--- src/rtl/mini_alu_pkg.sv ---
`default_nettype none
// ============================================================================
//  Module   : mini_alu_pkg
//  Brief    : Shared types and constants for the mini ALU sequential divider.
//  Revision : 1.0 - initial release
// ============================================================================
package mini_alu_pkg;

  // Default operand/result width of the ALU datapath.
  localparam int DEF_WIDTH = 16;

  // Width of the iteration counter; holds values 0 .. DEF_WIDTH-1.
  localparam int CNT_WIDTH = $clog2(DEF_WIDTH);

  // Quotient reported when the divisor is zero.
  localparam logic [DEF_WIDTH-1:0] DIV_ZERO_QUOTIENT = '1;

  // Divider control states.
  typedef enum logic [1:0] {
    IDLE = 2'd0,
    RUN  = 2'd1,
    DONE = 2'd2
  } div_state_t;

endpackage
`default_nettype wire

--- src/rtl/mini_alu_16bit_div_if.sv ---
`default_nettype none
// ============================================================================
//  Module   : mini_alu_16bit_div_if
//  Brief    : Operand/result bundle and start/busy/valid handshake of the
//             divider. The master drives operands, the slave returns results.
//  Revision : 1.0 - initial release
// ============================================================================
interface mini_alu_16bit_div_if
  import mini_alu_pkg::*;
#(
  parameter int WIDTH = DEF_WIDTH
);
  logic             start;
  logic [WIDTH-1:0] data0;
  logic [WIDTH-1:0] data1;
  logic             busy;
  logic             valid;
  logic [WIDTH-1:0] quotient;
  logic [WIDTH-1:0] remainder;
  logic             div_by_zero;

  modport master (
    output start, data0, data1,
    input  busy, valid, quotient, remainder, div_by_zero
  );

  modport slave (
    input  start, data0, data1,
    output busy, valid, quotient, remainder, div_by_zero
  );
endinterface
`default_nettype wire

--- src/rtl/mini_alu_div_step.sv ---
`default_nettype none
// ============================================================================
//  Module   : mini_alu_div_step
//  Brief    : One combinational restoring-division step: shift the next
//             dividend bit into the partial remainder and conditionally
//             subtract the divisor.
//  Revision : 1.0 - initial release
// ============================================================================
module mini_alu_div_step
  import mini_alu_pkg::*;
#(
  parameter int WIDTH = DEF_WIDTH
) (
  input  logic [WIDTH-1:0] rem_i,
  input  logic             msb_i,
  input  logic [WIDTH-1:0] divisor_i,
  output logic [WIDTH-1:0] rem_o,
  output logic             qbit_o
);

  // The shifted remainder needs one extra bit so the compare cannot overflow.
  logic [WIDTH:0]   w_shift;
  logic [WIDTH-1:0] w_diff;

  assign w_shift = {rem_i, msb_i};
  // Only used when w_shift >= divisor, where the true difference is below
  // the divisor and therefore fits in WIDTH bits.
  assign w_diff  = w_shift[WIDTH-1:0] - divisor_i;
  assign qbit_o  = (w_shift >= {1'b0, divisor_i});
  assign rem_o   = qbit_o ? w_diff : w_shift[WIDTH-1:0];

endmodule
`default_nettype wire

--- src/rtl/mini_alu_16bit_div.sv ---
`default_nettype none
// ============================================================================
//  Module   : mini_alu_16bit_div
//  Brief    : Sequential unsigned restoring divider. One quotient bit per
//             clock, results after WIDTH steps, divide-by-zero short-cut.
//  Revision : 1.0 - initial release
// ============================================================================
module mini_alu_16bit_div
  import mini_alu_pkg::*;
#(
  parameter int WIDTH = DEF_WIDTH
) (
  input  logic                       clk,
  input  logic                       rst,
  mini_alu_16bit_div_if.slave        div_if
);

  localparam int                CW       = $clog2(WIDTH);
  localparam logic [CW-1:0]     LAST_CNT = CW'(WIDTH - 1);

  div_state_t       state_q, state_d;
  logic [CW-1:0]    cnt_q,   cnt_d;
  logic [WIDTH-1:0] dvd_q,   dvd_d;    // dividend in, quotient bits shift in
  logic [WIDTH-1:0] dvs_q,   dvs_d;
  logic [WIDTH-1:0] rem_q,   rem_d;
  logic [WIDTH-1:0] quot_q,  quot_d;
  logic [WIDTH-1:0] remd_q,  remd_d;
  logic             dbz_q,   dbz_d;

  logic [WIDTH-1:0] w_step_rem;
  logic             w_step_qbit;
  logic [WIDTH-1:0] w_dvd_shift;

  mini_alu_div_step #(
    .WIDTH (WIDTH)
  ) u_step (
    .rem_i     (rem_q),
    .msb_i     (dvd_q[WIDTH-1]),
    .divisor_i (dvs_q),
    .rem_o     (w_step_rem),
    .qbit_o    (w_step_qbit)
  );

  assign w_dvd_shift = {dvd_q[WIDTH-2:0], w_step_qbit};

  // Register every piece of state; reset clears the FSM and all datapath.
  always_ff @(posedge clk) begin
    if (rst) begin
      state_q <= IDLE;
      cnt_q   <= '0;
      dvd_q   <= '0;
      dvs_q   <= '0;
      rem_q   <= '0;
      quot_q  <= '0;
      remd_q  <= '0;
      dbz_q   <= 1'b0;
    end else begin
      state_q <= state_d;
      cnt_q   <= cnt_d;
      dvd_q   <= dvd_d;
      dvs_q   <= dvs_d;
      rem_q   <= rem_d;
      quot_q  <= quot_d;
      remd_q  <= remd_d;
      dbz_q   <= dbz_d;
    end
  end

  // Next-state and datapath updates; results only change on a result load.
  always_comb begin
    state_d = state_q;
    cnt_d   = cnt_q;
    dvd_d   = dvd_q;
    dvs_d   = dvs_q;
    rem_d   = rem_q;
    quot_d  = quot_q;
    remd_d  = remd_q;
    dbz_d   = dbz_q;

    case (state_q)
      IDLE, DONE: begin
        state_d = IDLE;
        if (div_if.start) begin
          if (div_if.data1 == '0) begin
            // Zero divisor: skip iteration and report immediately.
            quot_d  = '1;
            remd_d  = div_if.data0;
            dbz_d   = 1'b1;
            state_d = DONE;
          end else begin
            dvd_d   = div_if.data0;
            dvs_d   = div_if.data1;
            rem_d   = '0;
            cnt_d   = '0;
            state_d = RUN;
          end
        end
      end
      RUN: begin
        dvd_d = w_dvd_shift;
        rem_d = w_step_rem;
        cnt_d = cnt_q + CW'(1);
        if (cnt_q == LAST_CNT) begin
          quot_d  = w_dvd_shift;
          remd_d  = w_step_rem;
          dbz_d   = 1'b0;
          state_d = DONE;
        end
      end
      default: state_d = IDLE;
    endcase
  end

  assign div_if.busy        = (state_q == RUN);
  assign div_if.valid       = (state_q == DONE);
  assign div_if.quotient    = quot_q;
  assign div_if.remainder   = remd_q;
  assign div_if.div_by_zero = dbz_q;

endmodule
`default_nettype wire
--- src/flat_wrapper.sv ---
// flat-port wrapper written by rule: the top's interface ports become plain ports
module mini_alu_16bit_div_flat import mini_alu_pkg::*;
#(
  parameter int WIDTH = DEF_WIDTH
)
  (clk, rst, div_if_start, div_if_data0, div_if_data1, div_if_busy, div_if_valid, div_if_quotient, div_if_remainder, div_if_div_by_zero);
  mini_alu_16bit_div_if #(.WIDTH(WIDTH)) div_if_i ();
  input  logic clk;
  input  logic rst;
  input wire logic [$bits(div_if_i.start)-1:0] div_if_start;
  input wire logic [$bits(div_if_i.data0)-1:0] div_if_data0;
  input wire logic [$bits(div_if_i.data1)-1:0] div_if_data1;
  output wire logic [$bits(div_if_i.busy)-1:0] div_if_busy;
  output wire logic [$bits(div_if_i.valid)-1:0] div_if_valid;
  output wire logic [$bits(div_if_i.quotient)-1:0] div_if_quotient;
  output wire logic [$bits(div_if_i.remainder)-1:0] div_if_remainder;
  output wire logic [$bits(div_if_i.div_by_zero)-1:0] div_if_div_by_zero;
  assign div_if_i.start = div_if_start;
  assign div_if_i.data0 = div_if_data0;
  assign div_if_i.data1 = div_if_data1;
  assign div_if_busy = div_if_i.busy;
  assign div_if_valid = div_if_i.valid;
  assign div_if_quotient = div_if_i.quotient;
  assign div_if_remainder = div_if_i.remainder;
  assign div_if_div_by_zero = div_if_i.div_by_zero;
  mini_alu_16bit_div #(.WIDTH(WIDTH)) u_core (.clk(clk), .rst(rst), .div_if(div_if_i));
endmodule
--- config.mk ---
export PLATFORM = sky130hd
export DESIGN_NAME = mini_alu_16bit_div_flat
export DESIGN_NICKNAME = d
export VERILOG_FILES = /design/src/rtl/mini_alu_pkg.sv /design/src/rtl/mini_alu_16bit_div_if.sv /design/src/rtl/mini_alu_div_step.sv /design/src/rtl/mini_alu_16bit_div.sv /design/src/flat_wrapper.sv
export SDC_FILE = /design/constraint.sdc
export NUM_CORES = 1
export LEC_CHECK = 0
export CAP_MARGIN = 5
export CORE_MARGIN = 5
export CORE_UTILIZATION = 55
export CTS_CLUSTER_DIAMETER = 60
export DETAILED_ROUTE_END_ITERATION = 10
export PLACE_DENSITY_LB_ADDON = 0.15
export SYNTH_ARGS = -nofsm -noshare
export SYNTH_HDL_FRONTEND = slang
export SYNTH_SLANG_ARGS = --single-unit
--- constraint.sdc ---
create_clock -name clk -period 4.66 [get_ports clk]
set_input_delay 0.932 -clock clk [delete_from_list [all_inputs] [get_ports clk]]
set_output_delay 0.932 -clock clk [all_outputs]
set_load 0.005 [all_outputs]
; ---- After elaboration in Yosys (flattened, before gate mapping)
; Cells that the tools add are included.
[word_totals]
regBits = 87
input_bits = 35
out_inout_bits = 35
word_cells = 52
[op_classes]
n_addsub = 2
order_cmp = 1
n_eq_ne = 7
n_mux = 26
n_bitwise = 1
n_reduce_logical = 7
[op_table]
columns = op, count
row1 = 16-bit two-way mux, 11
row2 = 16-bit case mux with 2 select lines, 4
row3 = 17-bit by 16-bit >= comparator with 1-bit output, 1
row4 = 16-bit logical NOT, 1
row5 = 16-bit subtractor, 1
row6 = 4-bit two-way mux, 2
row7 = 4-bit case mux with 2 select lines, 1
row8 = 2-bit two-way mux, 3
row9 = 3-bit AND reduction, 2
row10 = 4-bit by 1-bit adder with 4-bit output (second input constant), 1
row11 = 4-bit == test (second input constant), 1
row12 = 2-bit by 1-bit inequality test with 1-bit output (second input constant), 2
row13 = 2-bit inequality test (second input constant), 2
row14 = 2-bit case mux with 2 select lines, 1
row15 = 4-bit AND reduction, 1
row16 = 1-bit two-way mux, 3
row17 = 2-bit by 1-bit == test with 1-bit output (second input constant), 1
row18 = 2-bit == test (second input constant), 1
row19 = 2-bit logical NOT, 1
row20 = 1-bit case mux with 2 select lines, 1
row21 = 2-bit nonzero test, 1
row22 = 2-bit OR reduction, 1
row23 = 1-bit inverter, 1

; ---- Longest topological paths before layout
; Gate-level depths: netlist of the first run.
[depth]
depth_word = 4
depth_mapped = 12
depth_no_buf = 12

; ---- By module
; From an unflattened synthesis of the first run, not the netlist that was laid out.
[unflattened]
cells_unflattened = 560
area_unflattened_um2 = 4832.1
[modules_own_cells]
columns = module, instances, cells_per_inst, area_each_um2, seq_area_each_um2
row1 = mini_alu_16bit_div, 1, 404, 3667.3, 1741.7
row2 = mini_alu_div_step, 1, 156, 1164.9, 0.0

; ---- Least setup slack after synthesis of the first run
; No wires, ideal clock.
[synth_timing]
path_kind = input port to flip-flop
start = in div_if_data1[10]
end = reg u_core.remd_q[9], in the netlist u_core.div_if.remainder[9]
setup_time_ns = 0.127
arrival_ns = 2.354
required_ns = 4.533
setup_slack_ns = 2.179
stages = 6
path_buffers = 1
cell_sequence = nor4_1 -> nand4_1 -> o31ai_1 -> clkbuf_1 -> o21ai_0 -> o2bb2ai_1
[synth_between]
elab_chain_cells = 3
[synth_rtl]
columns = element, line
row1 = start: declaration, flat_wrapper.sv:12  ; input wire logic [$bits(div_if_i.data1)-1:0] div_if_data1;
row2 = 16-bit logical NOT, mini_alu_16bit_div.sv:84  ; if (div_if.data1 == '0) begin
row3 = 2-bit by 1-bit inequality test with 1-bit output (no source line), -
row4 = 4-bit AND reduction (no source line), -
row5 = end signal: assignment, mini_alu_16bit_div.sv:64  ; remd_q <= remd_d;
row6 = end: declaration, mini_alu_16bit_div.sv:27  ; logic [WIDTH-1:0] remd_q, remd_d;
; Every way passes these cells.
; A chain may end at the register's enable or synchronous reset.

; ---- Worst setup path in the final report of the first run
[layout_timing]
start = reg u_core.state_q[0]
end = out div_if_busy
[layout_between]
elab_chain_cells = 1
[layout_rtl]
columns = element, line
row1 = start: declaration, mini_alu_16bit_div.sv:21  ; div_state_t state_q, state_d;
row2 = start signal: assignment, mini_alu_16bit_div.sv:58  ; state_q <= state_d;
row3 = 2-bit by 1-bit == test with 1-bit output, mini_alu_16bit_div.sv:114  ; assign div_if.busy = (state_q == RUN);
row4 = end: declaration, flat_wrapper.sv:13  ; output wire logic [$bits(div_if_i.busy)-1:0] div_if_busy;
; Every way passes these cells.

==> results of run 1 <==
critical path: stages (launching register included):
cell             delay, ns
dfxtp_1               0.48
nand2b_1              0.09
buf_4                 0.29
inv_1                 0.44
clkdlybuf4s50_1       0.62
placed cells by master, fill, tap and decap left out, drive strengths merged, types with 3 or more instances in the layout:
master and n:
a2bb2oi 5, o31ai 5, nor2b 3, a21oi 48, nand3 8, inv 25, dfxtp 87, xor2 4
nand2 89, nor3 5, nor4 4, o211ai 4, mux2i 9, or3 5, ha 17, buf 8
nor2 64, a311oi 17, o21ai 13, o22ai 19, a31oi 4, o21a 6, clkdlybuf4s50 68, a22oi 15
clkbuf 9, xnor2 9, nand2b 5
metrics by stage:
step | cells | setup WS, ns
2_1_floorplan | 525 | 2.179
3_3_place_gp | 672 | 1.316
3_5_place_dp | 672 | 1.221
4_1_cts | 687 | 1.489
5_1_grt | 687 | 1.299
6_report | 687 | 1.449
cell usage after synthesis (all sizes together), types with 5 or more instances:
cell type  count
nand2         89
nand2b         5
mux2i          9
xnor2          9
nand3          8
a311oi        17
a22oi         15
a21oi         48
o31ai          5
dfxtp         87
clkbuf        30
a2bb2oi        5
nor3           5
or3            5
inv           23
o21ai         13
o22ai         19
nor2          64
o21a           6
ha            17
metal layers:
metal	vias up	part of all wire, %	track usage, %
met3	27	5.6	3.589
met2	157	46	38.75
met5	-	0	0
met4	0	2.3	9.585
li1	1977	-	-
met1	1869	46	33.27
state kept, by name, indices dropped and copies added, names as in the netlist:
signal / count
u_core.div_if.quotient: 16
u_core.div_if.remainder: 16
u_core.dvd_q: 16
u_core.dvs_q: 16
u_core.rem_q: 16
u_core.cnt_q: 4
u_core.state_q: 2
u_core.div_if.div_by_zero: 1
worst min-delay path by stage:
stage / from / endpoint / slack, ns / depth (start not counted)
3_5_place_dp: u_core.dvs_q[11] / u_core.dvs_q[11] / 0.45 / 2
4_1_cts: u_core.dvs_q[11] / u_core.dvs_q[11] / 0.46 / 2
5_1_grt: u_core.dvs_q[14] / u_core.dvs_q[14] / 0.48 / 2
2_1_floorplan: u_core.dvs_q[10] / u_core.dvs_q[10] / 0.44 / 2
3_3_place_gp: u_core.dvs_q[8] / u_core.dvs_q[8] / 0.45 / 2
6_report: u_core.dvs_q[14] / u_core.dvs_q[14] / 0.46 / 2
logic make-up (layout without fill, tap and decap cells):
group	count (synthesis)	after routing
simple gates	191	191
compound gates	152	152
flops	87	87
buf+inv	54	114
fa+ha+maj	18	18
xor+xnor	13	13
mux	10	10
where the power goes:
part | leakage [nW] | internal, W | switching (W)
clock | 0.106 | 0.000304 | 0.000284
combinational | 1.15 | 0.000560 | 0.000776
sequential | 0.708 | 0.000809 | 0.0000655
total | 1.96 | 0.00167 | 0.00113
final cells by class:
class	instances	area, um^2	share of cell area (%)
Clock inverter	6	93.84	1.804
Clock buffer	9	123.9	2.382
Sequential cell	87	1742	33.49
Timing Repair Buffer	76	738.2	14.19
Tap cell	102	127.6	2.454
Multi-Input combinational cell	384	2290	44.02
Inverter	23	86.33	1.660
==> reports/summary.txt, run 1 <==
Largest family of logic cells by synthesized area: compound AO/OA/AOI/OAI gates
Max-slew headroom: 38.77%
Fin crit share: 68.90%
Post-Route WL: 11600 um
Post-synthesis mux area share: 2.394%
Grt total ovfl: 0
Syn Nets: 578
Setup crit start: u_core.state_q[0]
Layout Utilization: 68.37%
Adder-cell share of the synthesized area: 5.498%
Seq cells post-synth: 87
Worst Path Required: 3.73 ns
Mapped cell area: 4233 um^2
Final Skew: 0.009386 ns
Post-CTS sizing: 0
Gate Count Post-Synth: 525
Sinks on Clock Net: 87
Max VDD drop: 0.0002812 V
Largest net degree at the start of global routing: 51
Hold Fails Final Rpt: 0
Finished layout cell area: 5201 um^2
Post-synth EDFFs: 0
Wire per inst: 16.89 um
Nets: 634
Compound-cell area share of the yosys netlist: 24.39%
Worst hold path type: register to register
Die Ht: 97.73 um
Via Count: 4030
I/O pins: 70
WS Path Type: register to primary output
Core area: 7607 um^2
Setup_tns: 0 ns
Pwr Total: 0.002798 W
Final setup fails: 0
Yosys warns: 0
CTS tree: built
CTS clk-pin slew, worst paths: 0.09 ns
Total of max-cap violations: 0
Diodes inserted: 0
Clk Latency, worst-skew pair: 0.36 ns
Row count: 32
Worst r2r src: u_core.dvs_q[2]
RePlAce Congestion: 0.8801
Crit path capture type: primary output
Syn Area/Cell: 8.062 um^2
Worst slew pin tran: 0.9162 ns
XOR/XNOR share of the synthesized area: 2.690%
Starting Density: 55.64%
GRT Overall Usage: 24.33%
First-pass GRT wire length: 19090 um
LEAKAGE: 1.959 nW
Max Root-Sink Buffers: 2
Iter 0 DRT Violations: 208
CP Data Arrival Time: 2.28 ns
Final slew viol count: 0
R2R depth: 10
Initial antenna violation count: 0
Post-synthesis async set-or-reset flop share: 0%
Top_reg_cell synth: dfxtp_1
Outcome: finished clean
Drt drc: 0
Area Overhead vs Synth: 22.88%
Startpoint types: register
Fill cells: 651
Chip Width: 97.73 um
Worst setup path end: div_if_busy
Routed vias/inst: 5.866
Main area contributors after synthesis: dfxtp_1 41%, nand2_1 7.9%, a21oi_1 5.7%
CTS Buf Count: 9
Vias in the first global route: 3924
Clock Tree Root: clkbuf_8
Hold_buf cts: 0
Simple-Gate Fraction of Synth Area: 19.01%
Placed inst area: 4984 um^2
Setup bufs post-CTS: 0
RSZ-0062 raised after global routing: no
Drt pass-1 iters: 7
Largest area contributor in the netlist: dfxtp_1
Die ar.: 9550 um^2
Post-synthesis sequential area ratio: 41.15%
Fraction of layout cells with a size suffix above 1: 5.641%
Max Clk Rate: 0.3114 GHz
Synth top area share: 41.15%
Post-route ant nets: 0
Power density over the cells: 538.0 nW/um^2
Reg2reg setup slack: 1.73 ns
H-tree Lvls: 3
Worst hold slack: 0.4588 ns
Maximum fanout along the worst path: 50
DPL Wire Length: 8362 um
Reg2Reg Capture Point: u_core.div_if.remainder[5]
Synth cell types: 51
IO buf count: 69
Minimum clock period: 3.211 ns
(Power assumes the default switching activity.)
==> run 2, diff against run 1 <==
Settings changed: CORE_UTILIZATION 55 to 53.
Clock period 4.66 ns to 3.2 ns, I/O delays scaled along.
==> reports/summary.txt, run 2 (synthesis results as in run 1) <==
Outcome: finished clean (unchanged)
Vias in the first global route: 3707 (was 3924)
Total of max-cap violations: 0 (unchanged)
CP Data Arrival Time: 3.06 ns (was 2.28 ns)
Hold Fails Final Rpt: 0 (unchanged)
Worst r2r src: u_core.dvs_q[2] (unchanged)
Nets: 641 (was 634)
Row count: 32 (unchanged)
Place WS: 0.2587 ns (was 1.221 ns)
Fill cells: 651 (unchanged)
Chip Width: 99.37 um (was 97.73 um)
RSZ-0062 raised after global routing: no (unchanged)
Worst setup path end: u_core.div_if.remainder[9] (was div_if_busy)
Initial antenna violation count: 0 (unchanged)
Worst hold path type: register to register (unchanged)
CTS tree: built (unchanged)
Worst slew pin tran: 0.6454 ns (was 0.9162 ns)
CTS clk-pin slew, worst paths: 0.09 ns (about the same)
IO buf count: 69 (unchanged)
Finished layout cell area: 5230 um^2 (was 5201 um^2)
WS Path Type: register to register (was register to primary output)
Most common library cell in the layout ignoring fill and taps: nand2_1 (unchanged)
Placed inst area: 5049 um^2 (was 4984 um^2)
Area Overhead vs Synth: 23.56% (was 22.88%)
Sinks on Clock Net: 87 (unchanged)
Setup_tns: 0 ns (unchanged)
Starting Density: 54.49% (was 55.64%)
Max-slew headroom: 56.97% (was 38.77%)
WP buf/inv: 1 (was 3)
Drt drc: 0 (unchanged)
Routed vias/inst: 5.813 (was 5.866)
Critical path's largest stage delay: 0.43 ns (was 0.62 ns)
Final setup fails: 0 (unchanged)
Reg2Reg Capture Point: u_core.div_if.remainder[9] (was u_core.div_if.remainder[5])
CTS Buf Count: 9 (unchanged)
Grt total ovfl: 0 (unchanged)
Setup crit start: u_core.dvs_q[2] (was u_core.state_q[0])
GRT Overall Usage: 23.29% (was 24.33%)
Fraction of layout cells with a size suffix above 1: 6.745% (was 5.641%)
Core area: 7767 um^2 (was 7607 um^2)
RePlAce Congestion: 0.8933 (was 0.8801)
I/O pins: 70 (unchanged)
Power density over the cells: 765.0 nW/um^2 (was 538.0 nW/um^2)
Max Clk Rate: 0.3560 GHz
GRT met3 Usage: 4.558% (was 3.589%)
Post-CTS sizing: 0 (unchanged)
Die Ht: 99.37 um (was 97.73 um)
Fin crit share: 87.78%
Drt pass-1 iters: 5 (was 7)
DPL Wire Length: 8411 um (was 8362 um)
Crit. path cell count: 10 (was 4)
H-tree Lvls: 3 (unchanged)
Max VDD drop: 0.0003819 V (was 0.0002812 V)
Crit path max-delay family: compound AO/OA/AOI/OAI gates (was buffers and inverters)
Via Count: 4040 (was 4030)
Clk Latency, worst-skew pair: 0.37 ns (was 0.36 ns)
Final slew viol count: 0 (unchanged)
Crit path capture type: register (was primary output)
Grt met1 use: 32.73% (was 33.27%)
Post-Route WL: 11570 um (was 11600 um)
Startpoint types: register (unchanged)
R2R depth: 10 (unchanged)
First-pass GRT wire length: 18510 um (was 19090 um)
Reg2reg setup slack: 0.39 ns (was 1.73 ns)
Slowest-stage cell, CP: mux2i_1 (was clkdlybuf4s50_1)
Die ar.: 9873 um^2 (was 9550 um^2)
Setup bufs post-CTS: 0 (unchanged)
LEAKAGE: 1.979 nW (was 1.959 nW)
Worst hold slack: 0.4600 ns (was 0.4588 ns)
Post-route ant nets: 0 (unchanged)
Commonest cells after routing, fill and taps aside: 89 x nand2_1, 87 x dfxtp_1, 68 x clkdlybuf4s50_1 (unchanged)
Clock Tree Root: clkbuf_8 (unchanged)
Final setup margin: 0.3910 ns (was 1.449 ns)
Most used routing layer: met2 (unchanged)
Iter 0 DRT Violations: 304 (was 208)
Max Root-Sink Buffers: 2 (unchanged)
Wire per inst: 16.64 um (was 16.89 um)
Hold_buf cts: 0 (unchanged)
Final Skew: 0.01162 ns (was 0.009386 ns)
Worst Path Required: 3.45 ns (was 3.73 ns)
GR Util met2: 36.42% (was 38.75%)
Minimum clock period: 2.809 ns
Maximum fanout along the worst path: 11 (was 50)
Diodes inserted: 0 (unchanged)
Critical path, cell by cell: inv_1 > ha_1 > nor2_1 > a211oi_2 > o21bai_2 > o211a_4 > o21ai_4 > mux2i_1 > o21ai_0 > o2bb2ai_1 (was nand2b_1 > buf_4 > inv_1 > clkdlybuf4s50_1)
Largest net degree at the start of global routing: 50 (was 51)
## run 2: worst min-delay path: stages, from the launching register on
cell and delay (ns):
dfxtp_1 0.32, nand2_1 0.05, a21oi_1 0.05
## run 2: power breakdown
part,switching (W),total [W],internal [W]
logic,0.00115,0.00200,0.000848
clock network,0.000435,0.000732,0.000296
registers,0.0000890,0.00127,0.00118
total,0.00168,0.00400,0.00232
## run 2: metal layers
metal  part of all wire [%]  up-vias
met5                      0        -
met4                    1.6        0
met3                    5.6       15
met2                     46      125
met1                     47     1918
li1                       -     1982
## run 2: final cells by class
cell class              instances  area [um^2]  share of cell area (%)
well taps                     102        127.6                   2.440
inverters                      23        86.33                   1.651
multi-input cells             384         2290                   43.78
repair buffers                 83        803.3                   15.36
clock buffers                  10        127.6                   2.440
clock inverters                 6        53.80                   1.029
flip-flops and latches         87         1742                   33.30
## run 2: stage by stage
step,util [%],total power (W),std cells
6_report,67.33,0.004001,695
5_1_grt,67.33,0.004241,695
4_1_cts,67.33,0.003990,695
3_5_place_dp,65.00,0.003259,679
3_3_place_gp,65.00,0.003223,679
2_1_floorplan,-,0.002794,525
## run 2: worst min path at each step
stage | startpoint | end | cells after the start
6_report | u_core.dvs_q[9] | u_core.dvs_q[9] | 2
5_1_grt | u_core.dvs_q[9] | u_core.dvs_q[9] | 2
4_1_cts | u_core.dvs_q[9] | u_core.dvs_q[9] | 2
3_5_place_dp | u_core.dvs_q[9] | u_core.dvs_q[9] | 2
3_3_place_gp | u_core.dvs_q[9] | u_core.dvs_q[9] | 2
2_1_floorplan | u_core.dvs_q[10] | u_core.dvs_q[10] | 2
==> run 3, diff against run 2 <==
Settings changed: REMOVE_ABC_BUFFERS set to 1.
==> reports/summary.txt, run 3 (synthesis results as in run 1) <==
DPL Wire Length: 7965 um (was 8411 um)
Placed inst area: 5041 um^2 (was 5049 um^2)
Most common library cell in the layout ignoring fill and taps: nand2_1 (unchanged)
Startpoint types: register (unchanged)
Hold_buf cts: 0 (unchanged)
Routed vias/inst: 5.771 (was 5.813)
Final setup fails: 0 (unchanged)
Drt pass-1 iters: 4 (was 5)
Max Clk Rate: 0.3543 GHz (was 0.3560 GHz)
R2R depth: 10 (unchanged)
Clock power share: 18.6% (was 18.3%)
Die Ht: 99.37 um (unchanged)
CTS Buf Count: 9 (unchanged)
Final slew viol count: 0 (unchanged)
Drt drc: 0 (unchanged)
Critical path, cell by cell: inv_1 > ha_1 > nand2b_1 > a211oi_2 > o21bai_2 > o211a_4 > o21ai_4 > buf_4 > mux2i_1 > a31oi_1 (was inv_1 > ha_1 > nor2_1 > a211oi_2 > o21bai_2 > o211a_4 > o21ai_4 > mux2i_1 > o21ai_0 > o2bb2ai_1)
Seq pwr share: 31.6% (was 31.7%)
Iter 0 DRT Violations: 228 (was 304)
Total of max-cap violations: 0 (unchanged)
Final Skew: 0.007543 ns (was 0.01162 ns)
Clock Tree Root: clkbuf_8 (unchanged)
Post-CTS sizing: 0 (unchanged)
WS Path Type: register to register (unchanged)
CP Data Arrival Time: 3.05 ns (was 3.06 ns)
Slowest-stage cell, CP: dfxtp_1 (was mux2i_1)
Internal: 0.002356 W (was 0.002322 W)
Hold Path Sink: u_core.dvs_q[15] (was u_core.dvs_q[9])
Reg2Reg Capture Point: u_core.div_if.remainder[1] (was u_core.div_if.remainder[9])
LEAKAGE: 1.974 nW (was 1.979 nW)
Max Root-Sink Buffers: 2 (unchanged)
Setup bufs post-CTS: 0 (unchanged)
Worst slew pin tran: 0.7147 ns (was 0.6454 ns)
M1 WL: 4779 um (was 5390 um)
Core area: 7767 um^2 (unchanged)
Via Count: 4005 (was 4040)
Pwr Total: 0.004000 W (was 0.004001 W)
Post-Route WL: 10820 um (was 11570 um)
GRT Overall Usage: 21.61% (was 23.29%)
Diodes inserted: 0 (unchanged)
RSZ-0062 raised after global routing: no (unchanged)
Hold Fails Final Rpt: 0 (unchanged)
Fraction of layout cells with a size suffix above 1: 6.757% (was 6.745%)
Cell count of the worst hold path: 2 (unchanged)
Commonest cells after routing, fill and taps aside: 89 x nand2_1, 87 x dfxtp_1, 68 x clkdlybuf4s50_1 (unchanged)
Hold_sp: u_core.dvs_q[15] (was u_core.dvs_q[9])
Initial antenna violation count: 0 (unchanged)
Power density over the cells: 764.4 nW/um^2 (was 765.0 nW/um^2)
Comb pwr share: 49.8% (was 50.0%)
IO buf count: 69 (unchanged)
Largest net degree at the start of global routing: 50 (unchanged)
Worst Path Required: 3.43 ns (was 3.45 ns)
Vias in the first global route: 3664 (was 3707)
Post-route ant nets: 0 (unchanged)
Wire per inst: 15.59 um (was 16.64 um)
Starting Density: 54.49% (unchanged)
Max VDD drop: 0.0003500 V (was 0.0003819 V)
CTS clk-pin slew, worst paths: 0.09 ns (about the same)
Max Used Layer: met4 (unchanged)
Switching power: 0.001644 W (was 0.001679 W)
Reg2reg setup slack: 0.38 ns (was 0.39 ns)
Chip Width: 99.37 um (unchanged)
Setup_tns: 0 ns (unchanged)
Routed wl met2: 5079 um (was 5335 um)
CTS tree: built (unchanged)
Worst hold path type: register to register (unchanged)
Critical path's largest stage delay: 0.40 ns (was 0.43 ns)
Met3 WL: 787 um (was 653 um)
RePlAce Congestion: 0.8849 (was 0.8933)
Nets: 640 (was 641)
Switching share of power: 41.10% (was 41.96%)
Clk Latency, worst-skew pair: 0.36 ns (was 0.37 ns)
First-pass GRT wire length: 17530 um (was 18510 um)
Row count: 32 (unchanged)
Worst r2r src: u_core.dvd_q[15] (was u_core.dvs_q[2])
Die ar.: 9873 um^2 (unchanged)
H-tree Lvls: 3 (unchanged)
Grt total ovfl: 0 (unchanged)
Crit path capture type: register (unchanged)
Maximum fanout along the worst path: 10 (was 11)
Finished layout cell area: 5233 um^2 (was 5230 um^2)
I/O pins: 70 (unchanged)
Minimum clock period: 2.822 ns (was 2.809 ns)
Fin crit share: 88.20% (was 87.78%)
Outcome: finished clean (unchanged)
Max-slew headroom: 52.36% (was 56.97%)
Area Overhead vs Synth: 23.62% (was 23.56%)
Sinks on Clock Net: 87 (unchanged)
## run 3: changes by cell type in the layout (fill, tap and decap cells not counted), sizes merged
cell,delta
buf,-1
clkbuf,+1
clkinv,-2
clkinvlp,+2
inv,-1
## run 3: worst max-delay path by stage
stage | from | to | slack, ns | cells after the start
final | u_core.dvd_q[15] | u_core.div_if.remainder[1] | 0.38 | 10
after global routing | u_core.dvd_q[15] | u_core.rem_q[1] | 0.21 | 10
after CTS | u_core.dvs_q[3] | u_core.div_if.remainder[1] | 0.39 | 10
after detailed placement | div_if_data1[2] | u_core.div_if.remainder[15] | 0.13 | 8
after global placement | div_if_data1[2] | u_core.div_if.remainder[15] | 0.20 | 8
after floorplan | u_core.state_q[1] | u_core.div_if.remainder[0] | -0.02 | 5
## run 3: layout make-up
class | count | area (um^2)
Fill cell | 707 | 2535
Multi-Input combinational cell | 384 | 2290
Sequential cell | 87 | 1742
Timing Repair Buffer | 82 | 795.8
Clock buffer | 11 | 151.4
Tap cell | 102 | 127.6
Inverter | 23 | 86.33
Clock inverter | 5 | 40.04
## run 3: per-stage QoR
stage                     cells  utilization, %  setup slack [ns]  hold WS [ns]
after global routing        694           67.36            0.2067        0.4832
after detailed placement    678           64.90            0.1330        0.4501
after floorplan             494               -          -0.02141        0.4303
final                       694           67.36            0.3775        0.4578
after CTS                   694           67.36            0.3857        0.4618
after global placement      678           64.90            0.2024        0.4439
## run 3: per-layer routing
| layer | global-route usage [%] | vias up |
|---|---|---|
| met5 | 0 | - |
| met1 | 28.19 | 1874 |
| met4 | 6.933 | 0 |
| met3 | 4.909 | 17 |
| li1 | - | 1983 |
| met2 | 35.49 | 131 |
## run 3: power by group through the flow
stage,sequential (W),clock (W),combinational (W)
2_1_floorplan,0.00126,0,0.00148
3_5_place_dp,0.00129,0,0.00195
4_1_cts,0.00126,0.000759,0.00196
6_report,0.00126,0.000746,0.00199
5_1_grt,0.00128,0.000799,0.00216
3_3_place_gp,0.00128,0,0.00193
## run 3: critical path, delay by kind of cell, from the launching register on
| family | cells | cell delay, ns |
|---|---|---|
| adders and majority gates | 1 | 0.21 |
| DFF | 1 | 0.40 |
| buffers and inverters | 2 | 0.33 |
| muxes | 1 | 0.33 |
| and+or+nand+nor | 1 | 0.17 |
| AOI/OAI and AO/OA | 5 | 1.27 |
